`src/rtl/sd_spi_cmd_engine.sv`:
```
// SD-card SPI-mode command engine: power-up clocks, 48-bit command frame, R1 / R3 / R7 capture.
// Define SD_CRC_EN for a serial CRC7. Without it, a constant CRC that is valid for CMD0 and CMD8 is sent.
module sd_spi_cmd_engine #(
    parameter int LOWFREQ_POWER2  = 7,
    parameter int HIGHFREQ_POWER2 = 1,
    parameter int INIT_CLOCKS     = 80,
    parameter int RESP_TIMEOUT    = 16,
    parameter int TRAIL_CLOCKS    = 8
) (
    input  logic        clk,
    input  logic        rst,
    input  logic        cmd_valid,
    output logic        cmd_ready,
    input  logic [5:0]  command,
    input  logic [31:0] arg,
    input  logic        resp_long,
    input  logic        fast_clk,
    output logic        command_sent,
    output logic [39:0] response,
    output logic        response_ready,
    output logic        timeout,
    input  logic        miso,
    output logic        mosi,
    output logic        sdclk,
    output logic        sd_chip_select
);
    localparam int DIV_W     = (LOWFREQ_POWER2 > HIGHFREQ_POWER2) ? LOWFREQ_POWER2 : HIGHFREQ_POWER2;
    localparam int POLL_BITS = RESP_TIMEOUT * 8;
    localparam int POLL_W    = $clog2(POLL_BITS);
    localparam int PHASE_MAX = (INIT_CLOCKS > TRAIL_CLOCKS) ? INIT_CLOCKS : TRAIL_CLOCKS;
    localparam int PHASE_W   = $clog2(PHASE_MAX + 1);

    localparam logic [DIV_W-1:0]   SLOW_HALF  = DIV_W'((1 << (LOWFREQ_POWER2 - 1)) - 1);
    localparam logic [DIV_W-1:0]   FAST_HALF  = DIV_W'((1 << (HIGHFREQ_POWER2 - 1)) - 1);
    localparam logic [POLL_W-1:0]  POLL_LAST  = POLL_W'(POLL_BITS - 1);
    localparam logic [PHASE_W-1:0] INIT_LAST  = PHASE_W'(INIT_CLOCKS - 1);
    localparam logic [PHASE_W-1:0] TRAIL_LAST = PHASE_W'(TRAIL_CLOCKS);

    typedef enum logic [2:0] {ST_INIT, ST_IDLE, ST_SEND, ST_POLL, ST_RECV, ST_TRAIL} state_t;

    state_t             state;
    logic [DIV_W-1:0]   div_cnt;
    logic [DIV_W-1:0]   half_m1;
    logic               tick, sck_rise, sck_fall;
    logic               fast_r, long_r;
    logic [46:0]        frame_sr, frame_next;
    logic               mosi_next;
    logic [5:0]         bit_cnt, resp_last;
    logic [POLL_W-1:0]  poll_cnt;
    logic [PHASE_W-1:0] phase_cnt;
    logic [38:0]        resp_sr;
    logic [39:0]        resp_next;
    logic [6:0]         frame_crc;
`ifdef SD_CRC_EN
    logic [6:0]         crc, crc_upd;
`endif

    // Each sdclk half-period lasts half_m1+1 clk cycles. A tick toggles sdclk.
    assign half_m1   = fast_r ? FAST_HALF : SLOW_HALF;
    assign tick      = (div_cnt == half_m1);
    assign sck_rise  = tick && !sdclk;
    assign sck_fall  = tick && sdclk;
    assign resp_next = {resp_sr, miso};
    assign resp_last = long_r ? 6'd39 : 6'd7;

    // NOTE: every variable written here gets a default first, so no latch is inferred.
    always_comb begin
        frame_next = {frame_sr[45:0], 1'b0};
        mosi_next  = frame_sr[46];
`ifdef SD_CRC_EN
        crc_upd   = {crc[5:0], 1'b0} ^ ({7{mosi ^ crc[6]}} & 7'h09);
        frame_crc = 7'h00;
        if (bit_cnt == 6'd39) begin
            mosi_next          = crc_upd[6];
            frame_next[46:41]  = crc_upd[5:0];
        end
`else
        case (command)
            6'd0:    frame_crc = 7'h4A;
            6'd8:    frame_crc = 7'h43;
            default: frame_crc = 7'h7F;
        endcase
`endif
    end

    // NOTE: all state is assigned with <= so every register samples pre-edge values.
    always_ff @(posedge clk) begin
        if (rst) begin
            state          <= ST_INIT;
            div_cnt        <= '0;
            sdclk          <= 1'b0;
            mosi           <= 1'b1;
            sd_chip_select <= 1'b1;
            cmd_ready      <= 1'b0;
            command_sent   <= 1'b0;
            response_ready <= 1'b0;
            timeout        <= 1'b0;
            response       <= '0;
            fast_r         <= 1'b0;
            long_r         <= 1'b0;
            frame_sr       <= '0;
            bit_cnt        <= '0;
            poll_cnt       <= '0;
            phase_cnt      <= '0;
            resp_sr        <= '0;
`ifdef SD_CRC_EN
            crc            <= '0;
`endif
        end else begin
            command_sent   <= 1'b0;
            response_ready <= 1'b0;
            timeout        <= 1'b0;

            if (state == ST_IDLE) begin
                div_cnt <= '0;
                sdclk   <= 1'b0;
            end else if (tick) begin
                div_cnt <= '0;
                sdclk   <= ~sdclk;
            end else begin
                div_cnt <= div_cnt + 1'b1;
            end

            case (state)
                ST_INIT: if (sck_fall) begin
                    if (phase_cnt == INIT_LAST) begin
                        phase_cnt <= '0;
                        cmd_ready <= 1'b1;
                        state     <= ST_IDLE;
                    end else begin
                        phase_cnt <= phase_cnt + 1'b1;
                    end
                end
                ST_IDLE: if (cmd_valid && cmd_ready) begin
                    cmd_ready      <= 1'b0;
                    fast_r         <= fast_clk;
                    long_r         <= resp_long;
                    frame_sr       <= {1'b1, command, arg, frame_crc, 1'b1};
                    mosi           <= 1'b0;
                    sd_chip_select <= 1'b0;
                    bit_cnt        <= '0;
`ifdef SD_CRC_EN
                    crc            <= '0;
`endif
                    state          <= ST_SEND;
                end
                ST_SEND: if (sck_fall) begin
                    if (bit_cnt == 6'd47) begin
                        command_sent <= 1'b1;
                        mosi         <= 1'b1;
                        poll_cnt     <= '0;
                        state        <= ST_POLL;
                    end else begin
                        frame_sr <= frame_next;
                        mosi     <= mosi_next;
                        bit_cnt  <= bit_cnt + 1'b1;
`ifdef SD_CRC_EN
                        if (bit_cnt < 6'd40) crc <= crc_upd;
`endif
                    end
                end
                ST_POLL: if (sck_rise) begin
                    if (!miso) begin
                        resp_sr <= '0;
                        bit_cnt <= 6'd1;
                        state   <= ST_RECV;
                    end else if (poll_cnt == POLL_LAST) begin
                        response       <= '1;
                        response_ready <= 1'b1;
                        timeout        <= 1'b1;
                        phase_cnt      <= '0;
                        state          <= ST_TRAIL;
                    end else begin
                        poll_cnt <= poll_cnt + 1'b1;
                    end
                end
                ST_RECV: if (sck_rise) begin
                    resp_sr <= resp_next[38:0];
                    if (bit_cnt == resp_last) begin
                        response       <= long_r ? resp_next : {resp_next[7:0], 32'h0};
                        response_ready <= 1'b1;
                        phase_cnt      <= '0;
                        state          <= ST_TRAIL;
                    end else begin
                        bit_cnt <= bit_cnt + 1'b1;
                    end
                end
                ST_TRAIL: if (sck_fall) begin
                    // The first fall closes the last response bit; the gap clocks follow with CS high.
                    sd_chip_select <= 1'b1;
                    if (phase_cnt == TRAIL_LAST) begin
                        phase_cnt <= '0;
                        cmd_ready <= 1'b1;
                        state     <= ST_IDLE;
                    end else begin
                        phase_cnt <= phase_cnt + 1'b1;
                    end
                end
                default: state <= ST_INIT;
            endcase
        end
    end
endmodule

```
`config.mk`:
```
export PLATFORM = sky130hd
export DESIGN_NAME = sd_spi_cmd_engine
export DESIGN_NICKNAME = d
export VERILOG_FILES = /design/src/rtl/sd_spi_cmd_engine.sv
export SDC_FILE = /design/constraint.sdc
export NUM_CORES = 1
export LEC_CHECK = 0
export ABC_CLOCK_PERIOD_IN_PS = 5800
export BUFFER_PORTS_ARGS = -buffer_cell sky130_fd_sc_hd__buf_2
export CORE_ASPECT_RATIO = 2
export CORE_MARGIN = 2
export CORE_UTILIZATION = 62
export CTS_CLUSTER_SIZE = 12
export DETAILED_ROUTE_END_ITERATION = 8
export MAX_ROUTING_LAYER = met4
export PLACE_DENSITY = 0.85
export SYNTH_ARGS = -nofsm -noshare
export SYNTH_HDL_FRONTEND = slang
export SYNTH_SLANG_ARGS = --single-unit
```
`constraint.sdc`:
```
create_clock -name clk -period 5.8 [get_ports clk]
set_input_delay 0.29 -clock clk [delete_from_list [all_inputs] [get_ports clk]]
set_output_delay 0.29 -clock clk [all_outputs]
set_load 0.1 [all_outputs]
```
==> metrics.md, run 1 <==
| Metric | Value |
|---|---|
| Max cap viols | `0` |
| Biggest area consumer among synthesized cells | `dfxtp_1` |
| Flop2flop setup slack | `2.81 ns` |
| Fmax | `0.3346 GHz` |
| Power, Total | `2.367 mW` |
| Fin. Hold Viols | `0` |
| Gate power share | `0.045` |
| Vias | `6467` |
| WL met1 | `6.752 mm` |
| Setup crit end kind | `flip-flop` |
| Commonest cells in the netlist | `dfxtp_1 (165), nor2_1 (143), nand2_1 (105)` |
| Clk_lat worst skew | `0.43 ns` |
| Sw Ratio | `0.2580` |
| Async S/R FF share, synth | `0` |
| Inserted Clock Buffers | `17` |
| Required time of the critical path | `6.15 ns` |
| Tmin final | `2.988 ns` |
| H-tree Lvls | `4` |
| # DRC | `0` |
| Main area contributors after synthesis | `dfxtp_1 (46%), nor2_1 (7.5%), nand2_1 (5.5%), a21oi_1 (4.5%), a22oi_1 (4.1%)` |
| Hold_sp | `fast_clk` |
| Critical Path AT | `3.33 ns` |
| # clock sinks | `165` |
| Area added between synthesis and finish | `14.00%` |
| Via-to-Cell Ratio | `6.153` |
| Post-synth top area share | `0.4632` |
| Reg-to-Reg End | `frame_sr[5]` |
| R2R cell count | `6` |
| TritonCTS clock tree | `yes` |
| Routed met2 length | `9.176 mm` |
| Core ar. | `0.01129 mm^2` |
| Critical path launch point type | `flip-flop` |
| Final Skew | `0.01087 ns` |
| GPL Wtd Cong | `0.9026` |
| Hold-fix buffers, CTS | `0` |
| Antenna violations before repair | `0` |
| N_diodes | `0` |
| Top FF cell, synth | `dfxtp_1` |
| Initial core utilization | `0.6319` |
| Largest net degree at the start of global routing | `85` |
| Most common cell in the synthesized netlist | `dfxtp_1` |
| CP Cell Sequence | `nand4_2 -> or4_1 -> a21oi_4 -> a21o_4 -> o211ai_1 -> a21oi_1` |
| Share of cells above drive strength 1 | `0.1749` |
| Drt initial violations | `351` |
| Routed len/inst | `16.46 um` |
| Unrepaired setup endpoints after global routing | `no` |
| Net Sw Power | `0.6106 mW` |
| Crit-path max FO | `84` |
| Hold endpoint | `fast_r` |
| Slew Limit Fails | `0` |
| Int Pwr | `1.756 mW` |
| Syn. warnings | `0` |
| Post-route ant nets | `0` |
| Synth Cell Area | `0.007132 mm^2` |
| Mapped Cells | `845` |
| Number of flops mapped to enable cells by yosys | `0` |
| Yosys cell types | `63` |
| I/O pin count | `91` |
| Hold Path Depth | `3` |
| WL final | `17.30 mm` |
| First-pass GRT wire length | `28.30 mm` |
| Power share of the clock group | `0.472` |
| GRT Total Usage | `0.2900` |
| Launch point of the worst reg-to-reg path | `div_cnt[2]` |
| Vias in the first global route | `6114` |
| Die area | `0.01243 mm^2` |
| Flops & latches, synth | `165` |
| Pwr Density | `291.1 mW/mm^2` |
| Setup violations, final | `0` |
| Crit-path leading delay family | `compound AO/OA/AOI/OAI gates` |
| Syn nets | `894` |
| CTS root buf | `clkbuf_16` |
| Crit-path max cell delay | `0.72 ns` |
| DP HPWL | `10.77 mm` |
| Syn avg cell area | `8.440 um^2` |
| PortBufs | `90` |
| CTS resizes | `0` |
| Critical path's slowest cell | `a21o_4` |
| Leak | `3.149 nW` |
| # rows | `55` |
| WL met3 | `921 um` |
| Final worst path period share | `0.5152` |
| Worst rel slew slack | `0.4120` |
| Fin Setup TNS | `0 ns` |
| CP Class | `reg2reg` |
| GRT overflow | `0` |
| Slew @ Worst Pin | `0.8739 ns` |
| DR top layer | `met4` |
| Clock transition at path regs | `0.07 ns` |
| Worst min-delay path class | `in2reg` |
| Chip Height | `155.7 um` |
| Clk buf depth | `2` |
| First-pass DRT Iterations | `5` |
| Seq pwr share | `0.483` |
| Worst Path Buf+Inv | `0` |
| Seq/Total Area, Yosys | `0.4632` |
| Die W | `79.84 um` |
| Setup Buffers After CTS | `0` |
| Final layout net count | `945` |
| Status | `complete, no violations` |
| Maximum VDD drop | `0.2274 mV` |
==> state kept, by name, indices dropped and copies added (netlist names) <==
name and cells:
timeout 1, response_ready 1, state 3, cmd_ready 1
fast_r 1, sd_chip_select 1, mosi 1, phase_cnt 7
frame_sr 47, sdclk 1, response 40, poll_cnt 7
bit_cnt 6, resp_sr 39, command_sent 1, div_cnt 7
long_r 1
==> layout by cell type (no fill, tap or decap), drive strengths merged, types with 6 or more instances in the layout <==
| cell type | count |
|---|---|
| buf | 100 |
| a22oi | 39 |
| mux2i | 13 |
| and3 | 8 |
| a311oi | 41 |
| nor3 | 10 |
| or4 | 6 |
| nor2 | 143 |
| nand2 | 105 |
| clkbuf | 18 |
| a21oi | 67 |
| o21ai | 57 |
| nand3 | 13 |
| inv | 19 |
| nor3b | 6 |
| dfxtp | 165 |
| nor2b | 8 |
| a31oi | 8 |
==> how the worst max path moves through the flow <==
stage                    start           to  slack (ns)  cells past startpoint
finish              div_cnt[2]  frame_sr[5]        2.81                      6
detailed placement  div_cnt[3]  frame_sr[1]        2.92                      6
floorplan                sdclk   bit_cnt[3]        3.14                      8
CTS                 div_cnt[2]  frame_sr[5]        2.85                      6
global route        div_cnt[2]  frame_sr[1]        2.65                      6
global placement    div_cnt[3]  frame_sr[4]        3.04                      6
==> kinds of logic (layout without fill, tap and decap cells) <==
group,after synthesis,in the layout,synth area share
flops,165,165,0.4632
xor+xnor,6,6,0.007370
compound gates,243,243,0.2421
mux,14,14,0.01982
buf+inv,80,144,0.05070
simple gates,332,332,0.2081
fa+ha+maj,5,5,0.008772
==> worst register-to-register path: cells and delay by family (launching register included) <==
family	cells	cell delay (ns)
flops	1	0.45
simple gates	2	0.87
compound gates	4	1.59
==> through the flow <==
step,cells,util,area (um^2),setup slack (ns),hold slack [ns]
final,1051,0.7204,8130,2.812,0.09632
after global routing,1051,0.7204,8130,2.647,0.1084
after CTS,1051,0.7204,8130,2.846,0.09904
after detailed placement,1019,0.6673,7531,2.920,0.4463
after global placement,1019,0.6673,7531,3.040,0.4392
after floorplan,845,-,7132,3.139,0.4320
==> per-layer routing <==
layer,track usage,vias to the layer above
met4,0.1195,0
met3,0.06424,41
met5,-,-
met2,0.5086,221
met1,0.3107,3082
li1,-,3123
==> area by class of cell <==
type / instances / area (um^2)
clock buffers: 18 / 439.2
clock inverters: 14 / 160.2
fillers: 880 / 3156
inverters: 12 / 45.04
multi-input cells: 600 / 3477
flip-flops and latches: 165 / 3303
well taps: 142 / 177.7
repair buffers: 100 / 528.0
==> power by group through the flow <==
| stage | logic (mW) | registers (mW) | clock network, mW |
|---|---|---|---|
| detailed placement | 0.105 | 1.17 | 0 |
| floorplan | 0.0773 | 1.16 | 0 |
| global placement | 0.104 | 1.17 | 0 |
| CTS | 0.107 | 1.14 | 1.13 |
| global route | 0.118 | 1.14 | 1.18 |
| finish | 0.107 | 1.14 | 1.12 |
No activity file was read; power rests on OpenSTA's default activity.
==> run 2: changes to the inputs <==
ABC_CLOCK_PERIOD_IN_PS = 2900   (was 5800)
CORE_UTILIZATION = 58   (was 62)
PLACE_DENSITY = 0.8   (was 0.85)
clock period = 2.9 ns   (was 5.8 ns; I/O delays follow)
==> metrics.md, run 2 (synthesis gave the netlist of run 1 again) <==
| Metric | Value |
|---|---|
| Status | `complete, no violations` |
| Fillcell total | `933` |
| Critical path launch point type | `flip-flop` |
| Final layout net count | `971` |
| Routed len/inst | `16.00 um` |
| Setup crit end kind | `flip-flop` |
| Flop2flop setup slack | `0.30 ns` |
| Vias | `6474` |
| Pre-CTS setup slack | `0.3490 ns` |
| CP Class | `reg2reg` |
| Required time of the critical path | `3.22 ns` |
| Fin. Hold Viols | `0` |
| Worst min-delay path class | `in2reg` |
| Die W | `82.41 um` |
| Clk_lat worst skew | `0.43 ns` |
| First-pass DRT Iterations | `5` |
| Reg-to-Reg End | `frame_sr[29]` |
| PortBufs | `90` |
| Biggest register | `frame_sr` |
| Share of cells above drive strength 1 | `0.1775` |
| Commonest cells after routing, fill and taps aside | `dfxtp_1 (165), nor2_1 (142), nand2_1 (105), buf_2 (89), a21oi_1 (64)` |
| # DRC | `0` |
| Final Skew | `0.01330 ns` |
| GPL Wtd Cong | `0.8973` |
| TritonCTS clock tree | `yes` |
| Drt initial violations | `330` |
| First-pass GRT wire length | `28.13 mm` |
| H-tree Lvls | `4` |
| WL final | `17.31 mm` |
| Chip Height | `160.8 um` |
| Max cap viols | `0` |
| Critical Path AT | `2.92 ns` |
| GRT overflow | `0` |
| Crit-path max FO | `84` |
| GRT Total Usage | `0.2715` |
| Core ar. | `0.01205 mm^2` |
| Top flop regs | `frame_sr x47, response x40, resp_sr x39` |
| CTS root buf | `clkbuf_16` |
| Area added between synthesis and finish | `18.09%` |
| Leading cell type in the layout, fill and taps excluded | `dfxtp_1` |
| Power, Total | `4.801 mW` |
| Launch point of the worst reg-to-reg path | `div_cnt[2]` |
| Setup Buffers After CTS | `0` |
| R2R cell count | `7` |
| N_diodes | `0` |
| Leak | `3.284 nW` |
| Largest net degree at the start of global routing | `85` |
| Maximum VDD drop | `0.5689 mV` |
| Final worst path period share | `0.8963` |
| Post-route ant nets | `0` |
| Critical path's slowest cell | `or4_1` |
| Area of the multi-input gates | `0.003477 mm^2` |
| I/O pin count | `91` |
| Crit path capture | `frame_sr[29]` |
| Worst path depth | `7` |
| Initial core utilization | `0.5917` |
| FF/Latch Area | `0.003303 mm^2` |
| Via-to-Cell Ratio | `5.983` |
| Setup violations, final | `0` |
| Clock transition at path regs | `0.07 ns` |
| Max reg flops | `47` |
| Tmin final | `2.599 ns` |
| Setup crit start | `div_cnt[2]` |
| Slew Limit Fails | `0` |
| Worst Path Buf+Inv | `1` |
| # clock sinks | `165` |
| # rows | `57` |
| Pwr Density | `570.1 mW/mm^2` |
| CP Cell Sequence | `nand4_2 -> or4_1 -> a21oi_4 -> a21o_4 -> buf_12 -> nor2_1 -> a311oi_1` |
| Slew @ Worst Pin | `0.8681 ns` |
| DP HPWL | `11.01 mm` |
| Unrepaired setup endpoints after global routing | `no` |
| Die area | `0.01325 mm^2` |
| Inserted Clock Buffers | `17` |
| Antenna violations before repair | `0` |
| Clk buf depth | `2` |
| Worst rel slew slack | `0.4206` |
| Vias in the first global route | `6196` |
| Fmax | `0.3847 GHz` |
| Crit-path max cell delay | `0.70 ns` |
| Crit-path leading delay family | `simple AND/OR/NAND/NOR gates` |
| Setup slack after layout | `0.3007 ns` |
| Fin Setup TNS | `0 ns` |
-- run 2: cell types whose count changed in the layout (fill, tap and decap cells not counted), sizes merged --
cell	before	now
dlygate4sd3	0	19
buf	100	107
clkinvlp	2	0
inv	19	21
bufinv	0	1
clkbuf	18	17
-- run 2: worst min path at each step --
| stage | start | endpoint | slack (ns) | depth (start not counted) |
|---|---|---|---|---|
| 6_report | arg[7] | frame_sr[15] | 0.005 | 3 |
| 3_3_place_gp | fast_clk | fast_r | 0.39 | 3 |
| 2_1_floorplan | fast_clk | fast_r | 0.29 | 2 |
| 4_1_cts | arg[9] | frame_sr[17] | 0.001 | 3 |
| 5_1_grt | arg[6] | frame_sr[14] | 0.0004 | 3 |
| 3_5_place_dp | fast_clk | fast_r | 0.42 | 3 |
-- run 2: layout make-up --
class                      instances  area share
sequential                       165      0.3922
timing repair buffer             126     0.09597
multi-input combinational        600      0.4129
clock inverter                    15     0.02125
inverter                          12    0.005348
tap                              147     0.02184
clock buffer                      17     0.05051
-- run 2: power breakdown --
group	switching (mW)	total [mW]	internal (mW)	leakage [nW]
sequential	0.00779	2.28	2.27	1.33
combinational	0.164	0.248	0.0841	1.66
clock	1.04	2.28	1.24	0.298
-- run 2: what timing repair did --
| item | in CTS | in global routing |
|---|---|---|
| hold endpoints to repair | 19 | 0 |
| resized for setup | 0 | 0 |
| hold buffers | 19 | 0 |
-- run 2: worst reg2reg max path, stage by stage (launching register included) --
cell and delay (ns):
dfxtp_1 0.44, nand4_2 0.13, or4_1 0.70, a21oi_4 0.36, a21o_4 0.18, buf_12 0.31, nor2_1 0.10, a311oi_1 0.27
-- run 2: layer usage --
metal  part of all wire  GRT usage  vias to the layer above  routed length (um)
li1                   -          -                     3160                   -
met1               0.40     0.2927                     3106                6980
met2               0.54     0.4806                      173                9264
met3              0.039    0.04270                       35                 675
met4              0.023     0.1038                        0                 391
met5                  0          -                        -                   0
-- run 2: metrics by stage --
step / std cells / util / hold WS (ns) / instance area [um^2]
finish: 1082 / 0.6987 / 0.004929 / 8422
detailed placement: 1031 / 0.6328 / 0.4214 / 7627
global placement: 1031 / 0.6328 / 0.3943 / 7627
floorplan: 845 / - / 0.2923 / 7132
global route: 1082 / 0.6987 / 0.0004331 / 8422
CTS: 1082 / 0.6987 / 0.001386 / 8422
==> run 3: changes to the inputs <==
REMOVE_ABC_BUFFERS = 1   (was not set)
==> metrics.md, run 3 (synthesis gave the netlist of run 1 again) <==
| Metric | Value |
|---|---|
| Status | `complete, no violations` |
| Maximum VDD drop | `0.4570 mV` |
| CP Cell Sequence | `nand4_2 -> or4_1 -> a21oi_4 -> a21o_4 -> buf_12 -> nor2_1 -> a311oi_1` |
| Core ar. | `0.01205 mm^2` |
| Gate power share | `0.053` |
| # clock sinks | `165` |
| Drt initial violations | `368` |
| Clock transition at path regs | `0.07 ns` |
| Final worst path period share | `0.9032` |
| Pwr Density | `562.2 mW/mm^2` |
| CP Class | `reg2reg` |
| Post-route ant nets | `0` |
| N_diodes | `0` |
| Hold-fix buffers, CTS | `26` |
| Max reg flops | `47` |
| GRT overflow | `0` |
| Fin. Hold Viols | `0` |
| Fin Setup TNS | `0 ns` |
| Required time of the critical path | `3.22 ns` |
| GRT Total Usage | `0.2685` |
| CTS root buf | `clkbuf_16` |
| Crit-path max cell delay | `0.71 ns` |
| Setup violations, final | `0` |
| # DRC | `0` |
| Clk_lat worst skew | `0.43 ns` |
| Largest net degree at the start of global routing | `76` |
| Inserted Clock Buffers | `17` |
| Worst min-delay path class | `in2reg` |
| Setup Buffers After CTS | `0` |
| Chip Height | `160.8 um` |
| Clk buf depth | `2` |
| Net Sw Power | `1.181 mW` |
| Vias | `6524` |
| Crit-path max FO | `62` |
| Slew Limit Fails | `0` |
| Leading cell type in the layout, fill and taps excluded | `dfxtp_1` |
| Share of cells above drive strength 1 | `0.1780` |
| I/O pin count | `91` |
| Setup crit end kind | `flip-flop` |
| Post-layout util | `0.7035` |
| Sw Ratio | `0.2478` |
| First-pass GRT wire length | `27.92 mm` |
| Power share of the clock group | `0.469` |
| Fmax | `0.3818 GHz` |
| Worst rel slew slack | `0.3817` |
| Critical Path AT | `2.94 ns` |
| Commonest cells after routing, fill and taps aside | `dfxtp_1 (165), nor2_1 (142), nand2_1 (105), buf_2 (89), a21oi_1 (64)` |
| Die area | `0.01325 mm^2` |
| Biggest register | `frame_sr` |
| Crit-path leading delay family | `simple AND/OR/NAND/NOR gates` |
| Vias in the first global route | `6186` |
| TritonCTS clock tree | `yes` |
| Routed len/inst | `15.52 um` |
| Final layout net count | `980` |
| Flop2flop setup slack | `0.28 ns` |
| Unrepaired setup endpoints after global routing | `no` |
| Max cap viols | `0` |
| # rows | `57` |
| Tmin final | `2.619 ns` |
| Fillcell total | `963` |
| Top flop regs | `frame_sr x47, response x40, resp_sr x39` |
| First-pass DRT Iterations | `5` |
| PortBufs | `90` |
| Die W | `82.41 um` |
| Initial core utilization | `0.5917` |
| Antenna violations before repair | `0` |
| Leak | `3.308 nW` |
| DP HPWL | `10.64 mm` |
| Final Skew | `0.01157 ns` |
| Int Pwr | `3.586 mW` |
| Slew @ Worst Pin | `0.9264 ns` |
| H-tree Lvls | `4` |
| Critical path launch point type | `flip-flop` |
| GPL Wtd Cong | `0.9249` |
| Worst Path Buf+Inv | `1` |
| Area added between synthesis and finish | `18.89%` |
| Via-to-Cell Ratio | `5.980` |
| WL final | `16.93 mm` |
| Seq pwr share | `0.478` |
| CTS resizes | `0` |
| Critical path's slowest cell | `or4_1` |
run 3: cell count changes in the layout (fill, tap and decap cells not counted), moves of 2 or more:
| cell | delta |
|---|---|
| dlygate4sd3_1 | +7 |
| buf_4 | +3 |
| clkinv_8 | -2 |
| clkinvlp_4 | +2 |
run 3: final cells by class:
cell class,count,area (um^2),area share
Clock buffer,17,425.4,0.05017
Clock inverter,15,163.9,0.01933
Inverter,12,45.04,0.005312
Multi-Input combinational cell,600,3477,0.4101
Sequential cell,165,3303,0.3896
Tap cell,147,183.9,0.02169
Timing Repair Buffer,135,880.8,0.1039
run 3: worst min-delay path, cell delays in order:
cell     delay [ns]
buf_2          0.10
mux2i_1        0.06
nor2_1         0.08
run 3: path summary, 6_finish.rpt:
path,endpoint,cells past startpoint,from
setup / recovery,frame_sr[28],7,div_cnt[2]
hold / removal,long_r,3,resp_long
setup reg to reg,frame_sr[28],7,div_cnt[2]
hold reg to reg,frame_sr[5],2,frame_sr[5]
run 3: metal layers:
layer / routed length (um) / track usage / share of wire / vias up
li1: - / - / - / 3200
met1: 6660 / 0.2908 / 0.39 / 3079
met2: 9061 / 0.4685 / 0.54 / 193
met3: 698 / 0.04494 / 0.041 / 52
met4: 514 / 0.1098 / 0.030 / 0
met5: 0 / - / 0 / -
run 3: power groups by stage:
| stage | clock (mW) | combinational (mW) | sequential, mW |
|---|---|---|---|
| after floorplan | 0 | 0.110 | 2.33 |
| after global placement | 0 | 0.218 | 2.33 |
| after detailed placement | 0 | 0.220 | 2.33 |
| after CTS | 2.26 | 0.248 | 2.28 |
| after global routing | 2.35 | 0.279 | 2.28 |
| final | 2.24 | 0.250 | 2.28 |
run 3: metrics by stage:
step	worst slack (ns)	cell area (um^2)	instances	power [mW]	hold slack, ns
after floorplan	-1.037	6815	777	2.443	0.2129
after global placement	0.4661	7630	1033	2.548	0.3871
after detailed placement	0.3459	7630	1033	2.551	0.3892
after CTS	0.3026	8479	1091	4.786	0.0005254
after global routing	0.07754	8479	1091	4.912	0.007884
final	0.2808	8479	1091	4.767	0.001182
